===== config.mk =====
export PLATFORM = sky130hd
export DESIGN_NAME = uart_tx_frame_sequencer_flat
export DESIGN_NICKNAME = d
export VERILOG_FILES = /design/src/rtl/uart_tx_pkg.sv /design/src/rtl/uart_tx_frame_sequencer_if.sv /design/src/rtl/uart_tx_bit_timer.sv /design/src/rtl/uart_tx_frame_sequencer.sv /design/src/flat_wrapper.sv
export SDC_FILE = /design/constraint.sdc
export NUM_CORES = 1
export LEC_CHECK = 0
export BUFFER_PORTS_ARGS = -buffer_cell sky130_fd_sc_hd__buf_4
export CAP_MARGIN = 20
export CORE_UTILIZATION = 42
export CTS_CLUSTER_SIZE = 40
export DETAILED_ROUTE_END_ITERATION = 16
export GPL_TIMING_DRIVEN = 0
export PLACE_DENSITY_LB_ADDON = 0.15
export SETUP_SLACK_MARGIN = 0.02
export SLEW_MARGIN = 20
export SYNTH_ARGS = -nofsm -noshare
export SYNTH_HDL_FRONTEND = slang
export SYNTH_SLANG_ARGS = --single-unit

===== constraint.sdc =====
create_clock -name clk -period 4.8 [get_ports clk]
set_clock_uncertainty 0.15 [all_clocks]
set_input_delay 1.44 -clock clk [delete_from_list [all_inputs] [get_ports clk]]
set_output_delay 1.44 -clock clk [all_outputs]
set_load 0.1 [all_outputs]

===== src/rtl/uart_tx_pkg.sv =====
// uart_tx_pkg: shared state encoding, parity codes and width helper for the UART TX frame engine
package uart_tx_pkg;
    typedef enum logic [2:0] {IDLE, START, DATA, PARITY, STOP} state_t;
    localparam logic PAR_EVEN = 1'b0;
    localparam logic PAR_ODD  = 1'b1;
    function automatic int clog2(input int v);
        int r;
        for (r = 0; (1 << r) < v; r++) ;
        return r;
    endfunction
endpackage


===== src/rtl/uart_tx_frame_sequencer_if.sv =====
// uart_tx_frame_sequencer_if: TX handshake, frame config and line/status signals of the frame engine
interface uart_tx_frame_sequencer_if import uart_tx_pkg::*; #(
    parameter int DATA_WIDTH     = 8,
    parameter int PRESCALE_WIDTH = 6
);
    localparam int IW = clog2(DATA_WIDTH);
    logic                      Data_Valid;
    logic [DATA_WIDTH-1:0]     P_Data;
    logic [PRESCALE_WIDTH-1:0] Prescale;
    logic                      Par_En;
    logic                      Par_Typ;
    logic                      Stop2;
    logic                      TX_OUT;
    logic                      Busy;
    logic [IW-1:0]             Bit_Index;
    logic                      Frame_Done;
    modport master (
        output Data_Valid, P_Data, Prescale, Par_En, Par_Typ, Stop2,
        input  TX_OUT, Busy, Bit_Index, Frame_Done
    );
    modport slave (
        input  Data_Valid, P_Data, Prescale, Par_En, Par_Typ, Stop2,
        output TX_OUT, Busy, Bit_Index, Frame_Done
    );
endinterface


===== src/rtl/uart_tx_bit_timer.sv =====
// uart_tx_bit_timer: counts 0..P-1 while enabled and ticks on the last clock of each bit period
module uart_tx_bit_timer #(
    parameter int PRESCALE_WIDTH = 6
) (
    input  logic                      clk,
    input  logic                      RST,
    input  logic                      enable,
    input  logic [PRESCALE_WIDTH-1:0] P,
    output logic                      bit_end
);
    logic [PRESCALE_WIDTH-1:0] cnt;
    assign bit_end = enable && cnt == P - 1'b1;
    always_ff @(posedge clk)
        cnt <= (RST || !enable || bit_end) ? '0 : cnt + 1'b1;
endmodule


===== src/rtl/uart_tx_frame_sequencer.sv =====
// uart_tx_frame_sequencer: sequences start, LSB-first data, optional parity and 1/2 stop bits onto TX_OUT
module uart_tx_frame_sequencer import uart_tx_pkg::*; #(
    parameter int DATA_WIDTH     = 8,
    parameter int PRESCALE_WIDTH = 6
) (
    input logic                     clk,
    input logic                     RST,
    uart_tx_frame_sequencer_if.slave bus
);
    localparam int IW = clog2(DATA_WIDTH);
    state_t                    state, state_n;
    logic [DATA_WIDTH-1:0]     data_q;
    logic [PRESCALE_WIDTH-1:0] p_q;
    logic [IW-1:0]             idx, idx_n;
    logic                      par_en_q, par_typ_q, stop2_q;
    logic                      stop_cnt, stop_cnt_n;
    logic                      tx_q, tx_n, busy_q, bit_end, accept, parity;
    assign accept = state == IDLE && bus.Data_Valid;
    assign parity = ^data_q ^ (par_typ_q == PAR_ODD);
    uart_tx_bit_timer #(.PRESCALE_WIDTH(PRESCALE_WIDTH)) u_timer (
        .clk(clk), .RST(RST), .enable(state != IDLE), .P(p_q), .bit_end(bit_end)
    );
    always_comb begin
        state_n    = state;
        idx_n      = idx;
        stop_cnt_n = stop_cnt;
        case (state)
            IDLE:   if (bus.Data_Valid) state_n = START;
            START:  if (bit_end) state_n = DATA;
            DATA:   if (bit_end) begin
                        if (idx == IW'(DATA_WIDTH - 1)) begin
                            state_n = par_en_q ? PARITY : STOP;
                            idx_n   = '0;
                        end else idx_n = idx + 1'b1;
                    end
            PARITY: if (bit_end) state_n = STOP;
            STOP:   if (bit_end) begin
                        if (stop2_q && !stop_cnt) stop_cnt_n = 1'b1;
                        else begin
                            state_n    = IDLE;
                            stop_cnt_n = 1'b0;
                        end
                    end
            default: state_n = IDLE;
        endcase
        // line level is registered from the next state so TX_OUT never decodes inputs
        tx_n = state_n == START  ? 1'b0 :
               state_n == DATA   ? data_q[idx_n] :
               state_n == PARITY ? parity : 1'b1;
    end
    always_ff @(posedge clk) begin
        if (RST) begin
            state     <= IDLE;
            idx       <= '0;
            stop_cnt  <= 1'b0;
            tx_q      <= 1'b1;
            busy_q    <= 1'b0;
            data_q    <= '0;
            p_q       <= '0;
            par_en_q  <= 1'b0;
            par_typ_q <= 1'b0;
            stop2_q   <= 1'b0;
        end else begin
            state    <= state_n;
            idx      <= idx_n;
            stop_cnt <= stop_cnt_n;
            tx_q     <= tx_n;
            busy_q   <= state_n != IDLE;
            if (accept) begin
                data_q    <= bus.P_Data;
                p_q       <= (bus.Prescale == '0) ? PRESCALE_WIDTH'(1) : bus.Prescale;
                par_en_q  <= bus.Par_En;
                par_typ_q <= bus.Par_Typ;
                stop2_q   <= bus.Stop2;
            end
        end
    end
    assign bus.TX_OUT     = tx_q;
    assign bus.Busy       = busy_q;
    assign bus.Bit_Index  = idx;
    assign bus.Frame_Done = state == STOP && bit_end && (!stop2_q || stop_cnt);
endmodule


===== src/flat_wrapper.sv =====
// flat-port wrapper written by rule: the top's interface ports become plain ports
module uart_tx_frame_sequencer_flat import uart_tx_pkg::*;
#(
    parameter int DATA_WIDTH     = 8,
    parameter int PRESCALE_WIDTH = 6
)
  (clk, RST, bus_Data_Valid, bus_P_Data, bus_Prescale, bus_Par_En, bus_Par_Typ, bus_Stop2, bus_TX_OUT, bus_Busy, bus_Bit_Index, bus_Frame_Done);
  uart_tx_frame_sequencer_if #(.DATA_WIDTH(DATA_WIDTH), .PRESCALE_WIDTH(PRESCALE_WIDTH)) bus_i ();
  input logic clk;
  input logic RST;
  input wire logic [$bits(bus_i.Data_Valid)-1:0] bus_Data_Valid;
  input wire logic [$bits(bus_i.P_Data)-1:0] bus_P_Data;
  input wire logic [$bits(bus_i.Prescale)-1:0] bus_Prescale;
  input wire logic [$bits(bus_i.Par_En)-1:0] bus_Par_En;
  input wire logic [$bits(bus_i.Par_Typ)-1:0] bus_Par_Typ;
  input wire logic [$bits(bus_i.Stop2)-1:0] bus_Stop2;
  output wire logic [$bits(bus_i.TX_OUT)-1:0] bus_TX_OUT;
  output wire logic [$bits(bus_i.Busy)-1:0] bus_Busy;
  output wire logic [$bits(bus_i.Bit_Index)-1:0] bus_Bit_Index;
  output wire logic [$bits(bus_i.Frame_Done)-1:0] bus_Frame_Done;
  assign bus_i.Data_Valid = bus_Data_Valid;
  assign bus_i.P_Data = bus_P_Data;
  assign bus_i.Prescale = bus_Prescale;
  assign bus_i.Par_En = bus_Par_En;
  assign bus_i.Par_Typ = bus_Par_Typ;
  assign bus_i.Stop2 = bus_Stop2;
  assign bus_TX_OUT = bus_i.TX_OUT;
  assign bus_Busy = bus_i.Busy;
  assign bus_Bit_Index = bus_i.Bit_Index;
  assign bus_Frame_Done = bus_i.Frame_Done;
  uart_tx_frame_sequencer #(.DATA_WIDTH(DATA_WIDTH), .PRESCALE_WIDTH(PRESCALE_WIDTH)) u_core (.clk(clk), .RST(RST), .bus(bus_i));
endmodule

== After elaboration in Yosys (flattened, before gate mapping) ==
Cells that the tools add are included.
Widths: inputs -> output; s select.

* Register bits after elaboration: 32
* Input port bits: 20

* Reduce and logical (&&, ||, !) cells: 17
* $lt $le $gt $ge: 1
* Bitwise gates (word level): 1
* $add $sub $neg: 3
* Muxes and demuxes: 19
* Equality and inequality tests: 9

{| class="wikitable"
|+ Operators by type and width
! kind !! count
|-
| $mux 3 || 11
|-
| $pmux 3 s5 || 1
|-
| $eq 3x2->1 const B || 4
|-
| $reduce_xor 8->1 || 1
|-
| $add 6x1->6 const B || 1
|-
| $eq 3x1->1 const B || 2
|-
| $eq 3x3->1 const B || 2
|-
| $eq 6x6->1 || 1
|-
| $logic_not 6->1 || 1
|-
| $mux 6 || 1
|-
| $reduce_bool 3->1 || 2
|-
| $sub 6x1->6 const B || 1
|-
| $logic_and 1x1->1 || 5
|-
| $mux 1 || 5
|-
| $lt 3x4->1 const B || 1
|-
| $add 3x1->3 const B || 1
|-
| $bmux 1 s3 || 1
|-
| $logic_not 1->1 || 3
|-
| $logic_not 3->1 || 1
|-
| $logic_or 1x1->1 || 3
|-
| $reduce_and 2->1 || 1
|-
| $xor 1x1->1 || 1
|}

== Longest topological paths before layout ==
* Depth after elaboration: 9
* Gate-level depth with buffers: 12
* Depth with buffers taken out: 11

== Hierarchy ==
Synthesis repeated with hierarchy kept, for this count alone.

* Cells, all modules: 196
* Area total of the unflattened synthesis: 1,692.9 um^2

{| class="wikitable"
|+ By module, submodules not included
! module !! area an instance (um^2) !! instances !! seq. area each (um^2) !! cells an instance
|-
| uart_tx_frame_sequencer || 1,226.2 || 1 || 520.5 || 146
|-
| uart_tx_bit_timer || 466.7 || 1 || 120.1 || 50
|}

== Worst setup path after synthesis ==
Ideal clock, no wire load.

* Kind: reg2out
* Start: reg u_core.p_q[0]
* End: out bus_Frame_Done
* Cell stages (with the launch flop): 9
* Data arrival time: 1,942 ps
* Setup slack: 1,268 ps
* Buffers on the path: 1
* Cells stage by stage: dfxtp_1 inv_1 ha_1 xnor2_1 a21o_1 o21ai_1 and3b_1 buf_6 and3b_2

* Word-level cells in the longest chain between the ends: 5

{| class="wikitable"
|+ Ends and longest elaborated chain
! item !! RTL line !! RTL
|-
| start, declared || uart_tx_frame_sequencer.sv:13 || <nowiki>logic [PRESCALE_WIDTH-1:0] p_q;</nowiki>
|-
| start signal, assigned || uart_tx_frame_sequencer.sv:71 || <nowiki>p_q <= (bus.Prescale == '0) ? PRESCALE_WIDTH'(1) : bus.Prescale;</nowiki>
|-
| $sub 6x1->6 || uart_tx_bit_timer.sv:12 || <nowiki>assign bit_end = enable && cnt == P - 1'b1;</nowiki>
|-
| $eq 6x6->1 || uart_tx_bit_timer.sv:12 ||
|-
| $logic_and 1x1->1 || uart_tx_bit_timer.sv:12 ||
|-
| $logic_and 1x1->1 (2 in series) || uart_tx_frame_sequencer.sv:81 || <nowiki>assign bus.Frame_Done = state == STOP && bit_end && (!stop2_q || stop_cnt);</nowiki>
|-
| end, declared || flat_wrapper.sv:20 || <nowiki>output wire logic [$bits(bus_i.Frame_Done)-1:0] bus_Frame_Done;</nowiki>
|}

Every way passes these cells.

== Final worst setup path ==
Same ends and word-level chain as after synthesis.

==> run_results.csv <==
group,metric,value,unit
status,status,"finished, final reports clean",
timing,layout_min_cycle_time,3960,ps
power_and_ir_drop,peakVddDrop,0.174,mV
global_route,antenna_found_initial,0,
setup_path,endpoint_kind,"output pin",
yosys,ys_ff_latch,32,
yosys,synth_top_area_share,39.7,%
power_and_ir_drop,leakage,0.000785,uW
floorplanning,coreArea,3660,sq um
clock_network,cts_resized,0,
clock_network,cts_sinks,32,
clock_network,cts_tree,"yes",
setup_path,critPathKind,"reg -> out",
clock_network,worstSkewPairLatency,280,ps
drt,drt_wl_total,3200,um
floorplanning,rows,22,
yosys,synth_area_leaders,"dfxtp_1, xnor2_1, nand2_1",
drt,first_pass_iters,5,
floorplanning,io_pins,26,
clock_network,ctsHoldBuffers,0,
place,place_area,1850,sq um
drt,routedWlPerCell,11.9,um
floorplanning,die_y,64.0,um
yosys,synthesis.area_per_instance,8.54,sq um
timing,finalSetupViolations,0,
global_route,grt_pass1_vias,1307,
clock_network,post_cts_buffers,0,
clock_network,ctsHtreeMaxLevel,2,
clock_network,cts_buffers,5,
final_layout,final_cell_area,1940,sq um
yosys,async_flop_share,0,%
power_and_ir_drop,power.density,310,nW/um^2
setup_path,timing.rr.start,"u_core.p_q[0]$_SDFFE_PP0P_",
yosys,synth-edff-count,0,
job,cap_violations,0,
final_layout,layout_commonest_cell,"nand2_1",
yosys,synth.distinct_cells,44,
final_layout,mostFrequentLayoutCells,"nand2_1, dfxtp_1, buf_4",
timing,fmax,0.253,GHz
setup_path,setup.worst_path.start_class,"flop",
min_path,hold_path_depth,2,
timing,setup_tns,0,ps
power_and_ir_drop,power,602,uW
global_route,grt_max_degree,11,
drt,ant_nets,0,
clock_network,clk_pin_slew_worst_paths,60,ps
yosys,synthFlopType,"dfxtp_1",
setup_path,crit_fanout,8,
drt,num_vias,1346,
place,io_buffers,24,
clock_network,clk_path_buf_depth,2,
yosys,yosysTopAreaCell,"dfxtp_1",
final_layout,drive_gt1_share,20.8,%
place,detailed_place_hpwl,2470,um
yosys,syn_inst,189,
yosys,yosysSeqAreaShare,39.7,%
setup_path,r2r-end,"u_core.bus.TX_OUT$_SDFF_PP1_",
timing,rsz0062_at_grt,"false",
yosys,syn_nets,213,
timing,maxSlewHeadroom,67.7,%
global_route,grt_usage,18.1,%
setup_path,worstPathArrival,2370,ps
drt,drc,0,
final_layout,n_antenna_cell,0,
global_route,grt_pass1_wl,5710,um
setup_path,reg2regPathDepth,11,
setup_path,crit_required,3210,ps
timing,slew_viol_final,0,
yosys,ys_warn_count,0,
min_path,min-delay-start,"u_core.stop2_q$_SDFFE_PP0P_",
timing,tightest_slew,484,ps
min_path,min_path_type,"reg -> reg",
final_layout,syn2layout_area_growth,20.5,%
min_path,holdPathEnd,"u_core.stop2_q$_SDFFE_PP0P_",
yosys,syn_area,1610,sq um
global_route,grt_remaining_overflow,0,
floorplanning,die_area,4090,sq um
floorplanning,dieWidth,64.0,um
timing,hold_viol,0,
floorplanning,start_util,44.1,%
drt,drtIter0Drc,51,
setup_path,reg2reg_slack,1950,ps
final_layout,layout.nets,244,
clock_network,cts_root_buf,"clkbuf_8",
drt,via_per_inst,5.00,
place,routabilityCongestion,0.830,
timing,period_share,82.4,%
## worst max path at each step
stage                                from              to  depth (start not counted)
3_3_place_gp   u_core.p_q[0]$_SDFFE_PP0P_  bus_Frame_Done                          9
6_report       u_core.p_q[0]$_SDFFE_PP0P_  bus_Frame_Done                          9
5_1_grt        u_core.p_q[0]$_SDFFE_PP0P_  bus_Frame_Done                          9
2_1_floorplan  u_core.p_q[0]$_SDFFE_PP0P_  bus_Frame_Done                          8
3_5_place_dp   u_core.p_q[0]$_SDFFE_PP0P_  bus_Frame_Done                          9
4_1_cts        u_core.p_q[0]$_SDFFE_PP0P_  bus_Frame_Done                          9
## sequential cells by signal, summed over array words and instances (netlist names)
signal                count
u_core.p_q                6
u_core.data_q             8
u_core.stop2_q            1
u_core.par_typ_q          1
u_core.par_en_q           1
u_core.u_timer.cnt        6
u_core.state              3
u_core.bus.Bit_Index      3
u_core.stop_cnt           1
u_core.bus.Busy           1
u_core.bus.TX_OUT         1
## worst max-delay path, stage by stage, from the launching register on
cell     delay [ps]
dfxtp_1         450
inv_1            80
ha_1            260
xnor2_1         140
a21o_1          180
o21ai_1         200
and3b_1         210
buf_6           120
and3b_2         180
buf_4           280
## through the flow
step	cells	util (%)	hold WS [ps]	worst slack (ps)
final	269	53.1	317	844
after global routing	269	53.1	353	690
after CTS	269	53.1	319	832
after detailed placement	261	50.6	310	1140
after global placement	261	50.6	303	1170
after floorplan	189	-	287	1270
## synth_stat cells, drive strengths merged, types with 2 or more instances
cell and count:
nand4 2, and3b 2, nor2 17, or3 2, mux2 3, o21ai 3
nand2 35, nor3 4, a211oi 2, ha 4, mux2i 5, clkbuf 7
a21oi 21, dfxtp 32, xor2 4, xnor2 16, or4 2, nand3 3
inv 7, buf 2
## power breakdown
group | total, uW | internal (uW) | leakage, uW | switching, uW
Clock | 209 | 117 | 0.0000455 | 92.6
Combinational | 102 | 47.3 | 0.000478 | 54.9
Sequential | 291 | 278 | 0.000261 | 12.3
## layout make-up
| class | count | area [sq um] |
|---|---|---|
| Clock buffer | 8 | 90.1 |
| Timing Repair Buffer | 24 | 180 |
| Buffer | 9 | 45.0 |
| Sequential cell | 32 | 641 |
| Inverter | 7 | 26.3 |
| Tap cell | 48 | 60.1 |
| Multi-Input combinational cell | 141 | 902 |
| Fill cell | 358 | 1720 |
## per-layer routing
| layer | wire (um) | vias up | global-route usage (%) |
|---|---|---|---|
| met5 | 0 | - | 0 |
| met4 | 32 | 0 | 7.39 |
| met3 | 155 | 4 | 4.11 |
| met2 | 1450 | 34 | 29.7 |
| met1 | 1560 | 607 | 22.8 |
| li1 | - | 701 | - |
## cells by family after synthesis
family                   Yosys count  synth area share (%)
AO/OA/AOI/OAI                     33                  12.9
flip-flops                        32                  39.7
adder cells (fa/ha/maj)            4                  3.10
XOR/XNOR                          20                  10.9
buffers and inverters             16                  4.42
multiplexers                       8                  5.66
AND/OR/NAND/NOR                   76                  23.4
No activity file was read; power rests on OpenSTA's default activity.
